$ cat config.mk
export PLATFORM = sky130hd
export DESIGN_NAME = multicycle_sequencer
export DESIGN_NICKNAME = d
export VERILOG_FILES = /design/src/rtl/mc_pkg.sv /design/src/rtl/next_pc_logic.sv /design/src/rtl/multicycle_sequencer.sv
export SDC_FILE = /design/constraint.sdc
export NUM_CORES = 1
export LEC_CHECK = 0
export CORE_ASPECT_RATIO = 1.25
export CORE_UTILIZATION = 51
export DETAILED_ROUTE_END_ITERATION = 10
export HOLD_SLACK_MARGIN = 0.15
export PLACE_DENSITY = 0.89
export SLEW_MARGIN = 20
export SYNTH_ARGS = -nofsm -noshare
export SYNTH_HDL_FRONTEND = slang
export SYNTH_SLANG_ARGS = --single-unit
$ cat constraint.sdc
create_clock -name clk -period 8.5 [get_ports clk]
set_clock_uncertainty 0.2 [all_clocks]
set_input_delay 2.125 -clock clk [delete_from_list [all_inputs] [get_ports clk]]
set_output_delay 2.125 -clock clk [all_outputs]
set_load 0.01 [all_outputs]
$ cat src/rtl/mc_pkg.sv
// Shared definitions for the multi-cycle processor: opcodes, sequencer states,
// next-PC select codes and the end-of-instruction decode.
package mc_pkg;

   localparam logic [5:0] OP_AND    = 6'd0;
   localparam logic [5:0] OP_ADD    = 6'd1;
   localparam logic [5:0] OP_SUB    = 6'd2;
   localparam logic [5:0] OP_ANDI   = 6'd3;
   localparam logic [5:0] OP_ADDI   = 6'd4;
   localparam logic [5:0] OP_LW     = 6'd5;
   localparam logic [5:0] OP_LW_POI = 6'd6;
   localparam logic [5:0] OP_SW     = 6'd7;
   localparam logic [5:0] OP_BGT    = 6'd8;
   localparam logic [5:0] OP_BLT    = 6'd9;
   localparam logic [5:0] OP_BEQ    = 6'd10;
   localparam logic [5:0] OP_BNE    = 6'd11;
   localparam logic [5:0] OP_JMP    = 6'd12;
   localparam logic [5:0] OP_CALL   = 6'd13;
   localparam logic [5:0] OP_RET    = 6'd14;
   localparam logic [5:0] OP_PUSH   = 6'd15;
   localparam logic [5:0] OP_POP    = 6'd16;

   typedef enum logic [2:0] {
      ST_FETCH  = 3'd0,
      ST_DECODE = 3'd1,
      ST_EXEC   = 3'd2,
      ST_MEM    = 3'd3,
      ST_WB     = 3'd4
   } state_e;

   localparam logic [1:0] PC_INC = 2'd0;
   localparam logic [1:0] PC_J26 = 2'd1;
   localparam logic [1:0] PC_B16 = 2'd2;
   localparam logic [1:0] PC_RET = 2'd3;

   // WB is terminal for every path that reaches it; FETCH never is.
   function automatic logic last_state(input logic [5:0] opcode, input state_e state);
      logic v_last;
      v_last = 1'b0;
      case (state)
         ST_DECODE: v_last = (opcode == OP_JMP) || (opcode > OP_POP);
         ST_EXEC:   v_last = (opcode >= OP_BGT) && (opcode <= OP_BNE);
         ST_MEM:    v_last = (opcode == OP_SW) || (opcode == OP_CALL) || (opcode == OP_PUSH);
         ST_WB:     v_last = 1'b1;
         default:   v_last = 1'b0;
      endcase
      return v_last;
   endfunction

endpackage

$ cat src/rtl/next_pc_logic.sv
// Next-PC selection: increment, PC-relative jump/branch offsets, or return address.
module next_pc_logic
   import mc_pkg::*;
(
   input  logic [31:0] pc,
   input  logic [15:0] imm16,
   input  logic [25:0] imm26,
   input  logic [31:0] ret_addr,
   input  logic [1:0]  pc_src,
   output logic [31:0] next_pc,
   output logic [31:0] pc_plus1
);

   logic [31:0] w_sext16;
   logic [31:0] w_sext26;

   assign w_sext16 = {{16{imm16[15]}}, imm16};
   assign w_sext26 = {{6{imm26[25]}}, imm26};
   assign pc_plus1 = pc + 32'd1;

   always_comb begin
      next_pc = pc_plus1;
      case (pc_src)
         PC_INC:  next_pc = pc_plus1;
         PC_J26:  next_pc = pc + w_sext26;
         PC_B16:  next_pc = pc + w_sext16;
         PC_RET:  next_pc = ret_addr;
         default: next_pc = pc_plus1;
      endcase
   end

endmodule

$ cat src/rtl/multicycle_sequencer.sv
// Fetch/sequencing stage: PC, IR, field split and the per-instruction stage FSM.
//
//   state  | meaning
//   FETCH  | inst_in valid at pc; IR loads on exit
//   DECODE | fields valid; JMP and NOP finish here
//   EXEC   | ALU cycle; branches finish here
//   MEM    | data-memory access; SW, CALL, PUSH finish here
//   WB     | register write-back / RET, POP read data valid
module multicycle_sequencer
   import mc_pkg::*;
#(
   parameter logic [31:0] RESET_PC = 32'd0
) (
   input  logic        clk,
   input  logic        rst_n,
   input  logic [31:0] inst_in,
   input  logic [1:0]  pc_src,
   input  logic [31:0] ret_addr,
   output logic [31:0] pc,
   output logic [31:0] pc_plus1,
   output logic [31:0] ir,
   output logic [5:0]  opcode,
   output logic [3:0]  rd,
   output logic [3:0]  rs1,
   output logic [3:0]  rs2,
   output logic [15:0] imm16,
   output logic [1:0]  mode,
   output logic [25:0] imm26,
   output logic        st_fetch,
   output logic        st_decode,
   output logic        st_exec,
   output logic        st_mem,
   output logic        st_wb,
   output logic        inst_done,
   output logic [31:0] retired
);

   state_e      r_state;
   state_e      w_next_state;
   logic [31:0] r_pc;
   logic [31:0] r_ir;
   logic [31:0] r_retired;
   logic [31:0] w_next_pc;
   logic [1:0]  w_pc_src;
   logic        w_last;

   assign pc      = r_pc;
   assign ir      = r_ir;
   assign retired = r_retired;
   assign opcode  = r_ir[31:26];
   assign rd      = r_ir[25:22];
   assign rs1     = r_ir[21:18];
   assign rs2     = r_ir[17:14];
   assign imm16   = r_ir[17:2];
   assign mode    = r_ir[1:0];
   assign imm26   = r_ir[25:0];

   assign st_fetch  = (r_state == ST_FETCH);
   assign st_decode = (r_state == ST_DECODE);
   assign st_exec   = (r_state == ST_EXEC);
   assign st_mem    = (r_state == ST_MEM);
   assign st_wb     = (r_state == ST_WB);

   // In FETCH the IR still holds the previous instruction, which last_state ignores.
   assign w_last    = last_state(opcode, r_state);
   assign inst_done = w_last;

   // Undefined opcodes always fall through to the next word.
   assign w_pc_src = (opcode > OP_POP) ? PC_INC : pc_src;

   next_pc_logic u_next_pc (
      .pc       (r_pc),
      .imm16    (imm16),
      .imm26    (imm26),
      .ret_addr (ret_addr),
      .pc_src   (w_pc_src),
      .next_pc  (w_next_pc),
      .pc_plus1 (pc_plus1)
   );

   always_comb begin
      w_next_state = r_state;
      if (w_last) begin
         w_next_state = ST_FETCH;
      end else begin
         case (r_state)
            ST_FETCH:  w_next_state = ST_DECODE;
            ST_DECODE: w_next_state = (opcode == OP_CALL || opcode == OP_RET ||
                                       opcode == OP_PUSH || opcode == OP_POP) ? ST_MEM : ST_EXEC;
            ST_EXEC:   w_next_state = (opcode == OP_LW || opcode == OP_LW_POI ||
                                       opcode == OP_SW) ? ST_MEM : ST_WB;
            ST_MEM:    w_next_state = ST_WB;
            default:   w_next_state = ST_FETCH;
         endcase
      end
   end

   always_ff @(posedge clk or negedge rst_n) begin
      if (!rst_n) begin
         r_state   <= ST_FETCH;
         r_pc      <= RESET_PC;
         r_ir      <= 32'd0;
         r_retired <= 32'd0;
      end else begin
         r_state <= w_next_state;
         if (r_state == ST_FETCH) begin
            r_ir <= inst_in;
         end
         if (w_last) begin
            r_pc      <= w_next_pc;
            r_retired <= r_retired + 32'd1;
         end
      end
   end

endmodule

==> flow_metrics.env, run 1 <==
export IMPL_outcome="finished clean"
export IMPL_worstReg2RegStart="ir[26]"
export IMPL_async_flop_share_pct=100.0
export IMPL_fill_cells=1169
export IMPL_holdPathStages=1
export IMPL_ys_flop_type="dfrtp_1"
export IMPL_nets=1176
export IMPL_routabilityCongestion=0.9278
export IMPL_yosysSeqAreaShare_pct=31.42
export IMPL_ys_types=79
export IMPL_die_y_um=141.0
export IMPL_post_route_min_period_ns=6.287
export IMPL_cp_max_fo=26
export IMPL_rsz0062_at_grt="false"
export IMPL_cts_sinks=99
export IMPL_grt_pass1_vias=7186
export IMPL_hpwlAfterDp_mm=17.78
export IMPL_io_buffers=263
export IMPL_start_kind="input port"
export IMPL_powerDensity_mw_per_mm2=463.4
export IMPL_multi_input_area_mm2=0.004659
export IMPL_syn_area_per_cell_um2=8.868
export IMPL_post_cts_resized=0
export IMPL_ant_nets=0
export IMPL_drv_slew=0
export IMPL_post_synth_top_area_fraction_pct=31.42
export IMPL_layout_drive_gt1_share_pct=7.556
export IMPL_vias=7621
export IMPL_rr_endpoint="pc[29]"
export IMPL_worst_ep_required_time_ns=8.54
export IMPL_tns_ns=0
export IMPL_core_mm2=0.01501
export IMPL_initial_core_util_pct=52.51
export IMPL_grt_max_degree=56
export IMPL_hold_class="reg -> reg"
export IMPL_antenna_found_initial=0
export IMPL_yosysTopAreaCell="dfrtp_1"
export IMPL_routed_wl_mm=24.02
export IMPL_period_share_pct=73.96
export IMPL_crit_arrival_ns=6.32
export IMPL_viasPerCell=6.077
export IMPL_grt_pass1_wl_mm=37.58
export IMPL_synth_edf_count=0
export IMPL_holdPathEnd="retired[31]"
export IMPL_diodes=0
export IMPL_synth_nets=998
export IMPL_synthTopCellsByArea="dfrtp_1 (31%), ha_1 (6.3%), xnor2_1 (6.2%)"
export IMPL_grt_use_total_pct=29.90
export IMPL_clk_path_buf_depth=2
export IMPL_die_area_mm2=0.01596
export IMPL_ios=264
export IMPL_max_freq_mhz=159.1
export IMPL_worst_slew_pin_slew_ns=1.141
export IMPL_ctsHtreeMaxLevel=3
export IMPL_clk_latency_ns=0.36
export IMPL_synthCells=889
export IMPL_setup_violations=0
export IMPL_ys_seq_elements=99
export IMPL_post_cts_buffers=0
export IMPL_cts_buffers=9
export IMPL_dp_slack_ns=1.932
export IMPL_hold_viol=0
export IMPL_post_route_drc_count=0
export IMPL_path_class="in -> reg"
export IMPL_drv_cap=0
export IMPL_grt_overflow_total=0
export IMPL_end_kind="flop"
export IMPL_netlist_area_mm2=0.007884
export IMPL_ys_warn_count=0
export IMPL_rows=50
export IMPL_drt_initial_drc_count=444
export IMPL_rrSetupSlack_ns=2.87
export IMPL_finalWorstSetupSlack_ns=2.213
export IMPL_hold_buffers=0
export IMPL_slew_headroom_pct=23.16
export IMPL_cellLeakagePower_nw=4.415
export IMPL_root_buffer="clkbuf_16"
export IMPL_clkTransAtPathRegs_ns=0.07
export IMPL_regArea_mm2=0.002477
export IMPL_hp_start="retired[31]"
export IMPL_wl_per_cell_um=19.15
export IMPL_r2r_cells=15
export IMPL_cts_tree="built"
export IMPL_firstDrtPassIters=7
export IMPL_die_x_um=113.2
export IMPL_area_growth_pct=32.80
export IMPL_irDropWorstVdd_mv=0.2146
routing by layer:
layer  GRT usage (%)  part of all wire [%]
met5               0                     0
met3           3.095                   6.7
met1           36.83                    40
met4           13.30                   3.5
met2           52.66                    50
worst max-delay path by stage:
stage,startpoint,endpoint,slack [ns],depth (start not counted)
global placement,pc_src[0],pc[25],2.07,14
global route,pc_src[0],pc[29],1.81,15
finish,pc_src[1],pc[29],2.21,14
detailed placement,pc_src[1],pc[29],1.93,14
CTS,pc_src[1],pc[29],2.27,14
floorplan,pc_src[0],pc[19],2.84,16
through the flow:
stage               hold slack (ns)  area, µm²  instances  util, %  power, mW
finish                       0.2765      10470       1254    69.73      4.852
global route                 0.2890      10470       1254    69.73      5.183
CTS                          0.2759      10470       1254    69.73      4.833
detailed placement           0.2617      10150       1238    67.62      4.368
global placement             0.2626      10150       1238    67.62      4.308
floorplan                    0.2903       7884        889        -      3.203
worst max-delay path, stage by stage:
cell and delay (ns):
clkdlybuf4s50_1 0.45, and2_1 0.16, ha_1 0.85, nand2_1 0.39
o21ai_0 0.18, ha_1 0.34, a21o_1 0.22, o21bai_1 0.16
a221o_1 0.31, a221oi_2 0.25, nand2_1 0.24, a221oi_1 0.38
nand4bb_1 0.19, nand3_1 0.07
power breakdown:
part	switching (mW)	total (mW)	internal, mW
combinational	1.78	3.45	1.67
clock	0.198	0.441	0.243
sequential	0.320	0.964	0.643
total	2.30	4.85	2.55
state kept, by name (all words and copies together), names as in the netlist:
| signal | count |
|---|---|
| ir | 32 |
| pc | 32 |
| r_state | 3 |
| retired | 32 |
kinds of logic after synthesis:
group | share of synthesized area, %
simple gates | 16.95
compound gates | 20.90
mux | 5.507
buf+inv | 9.633
flops | 31.42
xor+xnor | 8.983
fa+ha+maj | 6.602
cells in the mapped netlist, types with 11 or more instances:
| cell type | number |
|---|---|
| a21o_1 | 19 |
| a21oi_1 | 47 |
| a221oi_1 | 12 |
| a31oi_1 | 20 |
| and3_1 | 20 |
| buf_4 | 65 |
| clkbuf_1 | 23 |
| dfrtp_1 | 99 |
| ha_1 | 40 |
| inv_1 | 29 |
| mux2_2 | 35 |
| nand2_1 | 85 |
| nand3_1 | 30 |
| nand4_1 | 16 |
| nor2_1 | 40 |
| nor3_1 | 12 |
| o21a_1 | 11 |
| o21ai_0 | 55 |
| xnor2_1 | 56 |
| xor2_1 | 23 |
placed cells by master, fill, tap and decap left out, drive strengths merged, types with 10 or more instances in the layout:
cell | Yosys | routed
ha | 40 | 40
nand3 | 30 | 30
a21oi | 48 | 48
a31oi | 20 | 20
clkbuf | 23 | 10
o21a | 11 | 11
a221oi | 13 | 13
xor2 | 23 | 23
xnor2 | 57 | 57
and3 | 22 | 22
clkdlybuf4s50 | 0 | 262
inv | 30 | 34
o21ai | 57 | 57
a21o | 19 | 19
nand2 | 85 | 85
mux2 | 35 | 35
dfrtp | 99 | 99
and4 | 11 | 11
nor3 | 14 | 14
nand4 | 18 | 18
nor2 | 41 | 41
final cells by class:
type | instances | share of cell area [%]
Multi-Input combinational cell | 658 | 44.50
Timing Repair Buffer | 269 | 25.55
Sequential cell | 99 | 23.66
Clock buffer | 10 | 2.283
Tap cell | 182 | 2.175
Inverter | 30 | 1.076
Clock inverter | 6 | 0.7529
Power figures use the tool's default switching activity.
==> run 2: changes to the inputs <==
--- a/config.mk
+++ b/config.mk
@@ -6,10 +6,10 @@
 export NUM_CORES = 1
 export LEC_CHECK = 0
 export CORE_ASPECT_RATIO = 1.25
-export CORE_UTILIZATION = 51
+export CORE_UTILIZATION = 43
 export DETAILED_ROUTE_END_ITERATION = 10
 export HOLD_SLACK_MARGIN = 0.15
-export PLACE_DENSITY = 0.89
+export PLACE_DENSITY = 0.8
 export SLEW_MARGIN = 20
 export SYNTH_ARGS = -nofsm -noshare
 export SYNTH_HDL_FRONTEND = slang
==> constraint.sdc (replaced) <==
create_clock -name clk -period 5.3 [get_ports clk]
set_clock_uncertainty 0.2 [all_clocks]
set_input_delay 1.325 -clock clk [delete_from_list [all_inputs] [get_ports clk]]
set_output_delay 1.325 -clock clk [all_outputs]
set_load 0.01 [all_outputs]
==> flow_metrics.env, run 2 (same netlist as run 1, synthesis figures left out) <==
export IMPL_hold_class="reg -> reg"
export IMPL_grt_max_degree=69
export IMPL_drv_slew=0
export IMPL_core_mm2=0.01803
export IMPL_drv_cap=0
export IMPL_crit_cells=8
export IMPL_end_kind="output port"
export IMPL_start_kind="flop"
export IMPL_cellLeakagePower_nw=4.451
export IMPL_grt_pass1_wl_mm=38.16
export IMPL_die_area_mm2=0.01888
export IMPL_cp_max_fo=8
export IMPL_post_route_min_period_ns=4.926
export IMPL_layout_drive_gt1_share_pct=8.426
export IMPL_tns_ns=0
export IMPL_post_cts_buffers=0
export IMPL_powerDensity_mw_per_mm2=739.5
export IMPL_irDropWorstVdd_mv=0.3147
export IMPL_worst_hold_slack_ns=0.2721
export IMPL_post_cts_resized=0
export IMPL_critPathMostFrequentCell="and3_1"
export IMPL_routabilityCongestion=0.9551
export IMPL_initial_core_util_pct=43.73
export IMPL_routed_wl_mm=24.30
export IMPL_clk_latency_ns=0.36
export IMPL_root_buffer="clkbuf_16"
export IMPL_holdPathStages=1
export IMPL_die_x_um=123.1
export IMPL_cp_num_buf_inv=1
export IMPL_cts_buffers=9
export IMPL_hold_viol=0
export IMPL_ios=264
export IMPL_hold_buffers=0
export IMPL_firstDrtPassIters=7
export IMPL_slowest_stage="clkdlybuf4s50_1"
export IMPL_outcome="finished clean"
export IMPL_crit_arrival_ns=3.40
export IMPL_grt_overflow_total=0
export IMPL_slew_headroom_pct=40.75
export IMPL_worst_ep_required_time_ns=3.77
export IMPL_cts_tree="built"
export IMPL_max_freq_mhz=203.0
export IMPL_clkTransAtPathRegs_ns=0.08
export IMPL_period_share_pct=92.94
export IMPL_grt_pass1_vias=7319
export IMPL_vias=7595
export IMPL_ctsHtreeMaxLevel=3
export IMPL_post_route_drc_count=0
export IMPL_drt_initial_drc_count=503
export IMPL_cp_slowest_stage_delay_ns=0.58
export IMPL_wl_per_cell_um=18.58
export IMPL_layout_common_cells="clkdlybuf4s50_1 (262), dfrtp_1 (99), nand2_1 (85)"
export IMPL_mostFrequentLayoutCell="clkdlybuf4s50_1"
export IMPL_ant_nets=0
export IMPL_viasPerCell=5.807
export IMPL_crit_family="simple AND/OR/NAND/NOR gates"
export IMPL_rsz0062_at_grt="false"
export IMPL_rows=55
export IMPL_path_class="reg -> out"
export IMPL_nets=1184
export IMPL_regArea_mm2=0.002477
export IMPL_area_growth_pct=34.47
export IMPL_antenna_found_initial=0
export IMPL_io_buffers=263
export IMPL_grt_use_total_pct=25.79
export IMPL_hpwlAfterDp_mm=18.29
export IMPL_die_y_um=153.4
export IMPL_crit_chain="ha_1 -> and3_1 -> nand3_1 -> or2_1 -> nor2_1 -> and3_1 -> xor2_1 -> clkdlybuf4s50_1"
export IMPL_cts_sinks=99
export IMPL_clk_path_buf_depth=2
export IMPL_worst_slew_pin_slew_ns=0.8888
export IMPL_diodes=0
export IMPL_fill_cells=1581
export IMPL_multi_input_area_mm2=0.004664
export IMPL_r2r_cells=15
export IMPL_setup_violations=0
-- run 2: changes by cell type in the layout (fill, tap and decap cells not counted) --
| cell | change |
|---|---|
| buf_4 | +7 |
| a21oi_1 | -1 |
| a21oi_2 | +1 |
| buf_12 | +1 |
| clkbuf_8 | -1 |
| clkinv_4 | -1 |
| clkinvlp_4 | +1 |
| inv_8 | +1 |
| nor2_2 | +1 |
| nor2_4 | -1 |
| nor4_1 | -1 |
| nor4_2 | +1 |
-- run 2: metrics by stage --
stage / setup slack [ns] / std cells / instance area [µm²] / power, mW / util, %
after CTS: 0.2399 / 1308 / 10590 / 7.814 / 58.74
final: 0.3740 / 1308 / 10600 / 7.840 / 58.80
after floorplan: 0.4396 / 889 / 7884 / 5.137 / -
after global placement: 0.1359 / 1292 / 10280 / 6.994 / 57.00
after detailed placement: 0.04525 / 1292 / 10280 / 7.069 / 57.00
after global routing: 0.1562 / 1308 / 10600 / 8.432 / 58.80
-- run 2: layout make-up --
type	count	share of cell area, %
clock buffer	9	2.124
clock inverter	7	0.8380
inverter	30	1.062
multi-input combinational	658	44.00
sequential	99	23.37
tap	228	2.691
timing repair buffer	277	25.92
-- run 2: worst paths after layout --
path                             startpoint            to  slack [ns]
worst max register to register       ir[26]        pc[29]        0.51
worst min-delay path            retired[31]   retired[31]        0.27
worst max-delay path                  pc[1]  pc_plus1[20]        0.37
min in group asynchronous             rst_n   retired[21]        0.88
max in group asynchronous             rst_n         pc[6]        3.02
worst min register to register  retired[31]   retired[31]        0.27
-- run 2: power by group --
part	switching, mW	leakage [nW]	internal [mW]
Combinational	2.85	3.06	2.72
Sequential	0.518	1.24	1.03
Clock	0.335	0.152	0.380
Total	3.70	4.45	4.14
-- run 2: per-layer routing --
metal | vias to the layer above | share of wire, % | GRT usage, %
met3 | 53 | 6.3 | 3.470
met2 | 305 | 49 | 43.50
met4 | 0 | 3.9 | 12.68
met1 | 3682 | 41 | 31.88
met5 | - | 0 | 0
li1 | 3555 | - | -
==> run 3: changes to the inputs <==
--- a/config.mk
+++ b/config.mk
@@ -10,6 +10,7 @@
 export DETAILED_ROUTE_END_ITERATION = 10
 export HOLD_SLACK_MARGIN = 0.15
 export PLACE_DENSITY = 0.8
+export SKIP_CTS_REPAIR_TIMING = 1
 export SLEW_MARGIN = 20
 export SYNTH_ARGS = -nofsm -noshare
 export SYNTH_HDL_FRONTEND = slang
==> results of run 3 <==
Same layout as run 2: the final DEF is identical, and so are final timing and power.
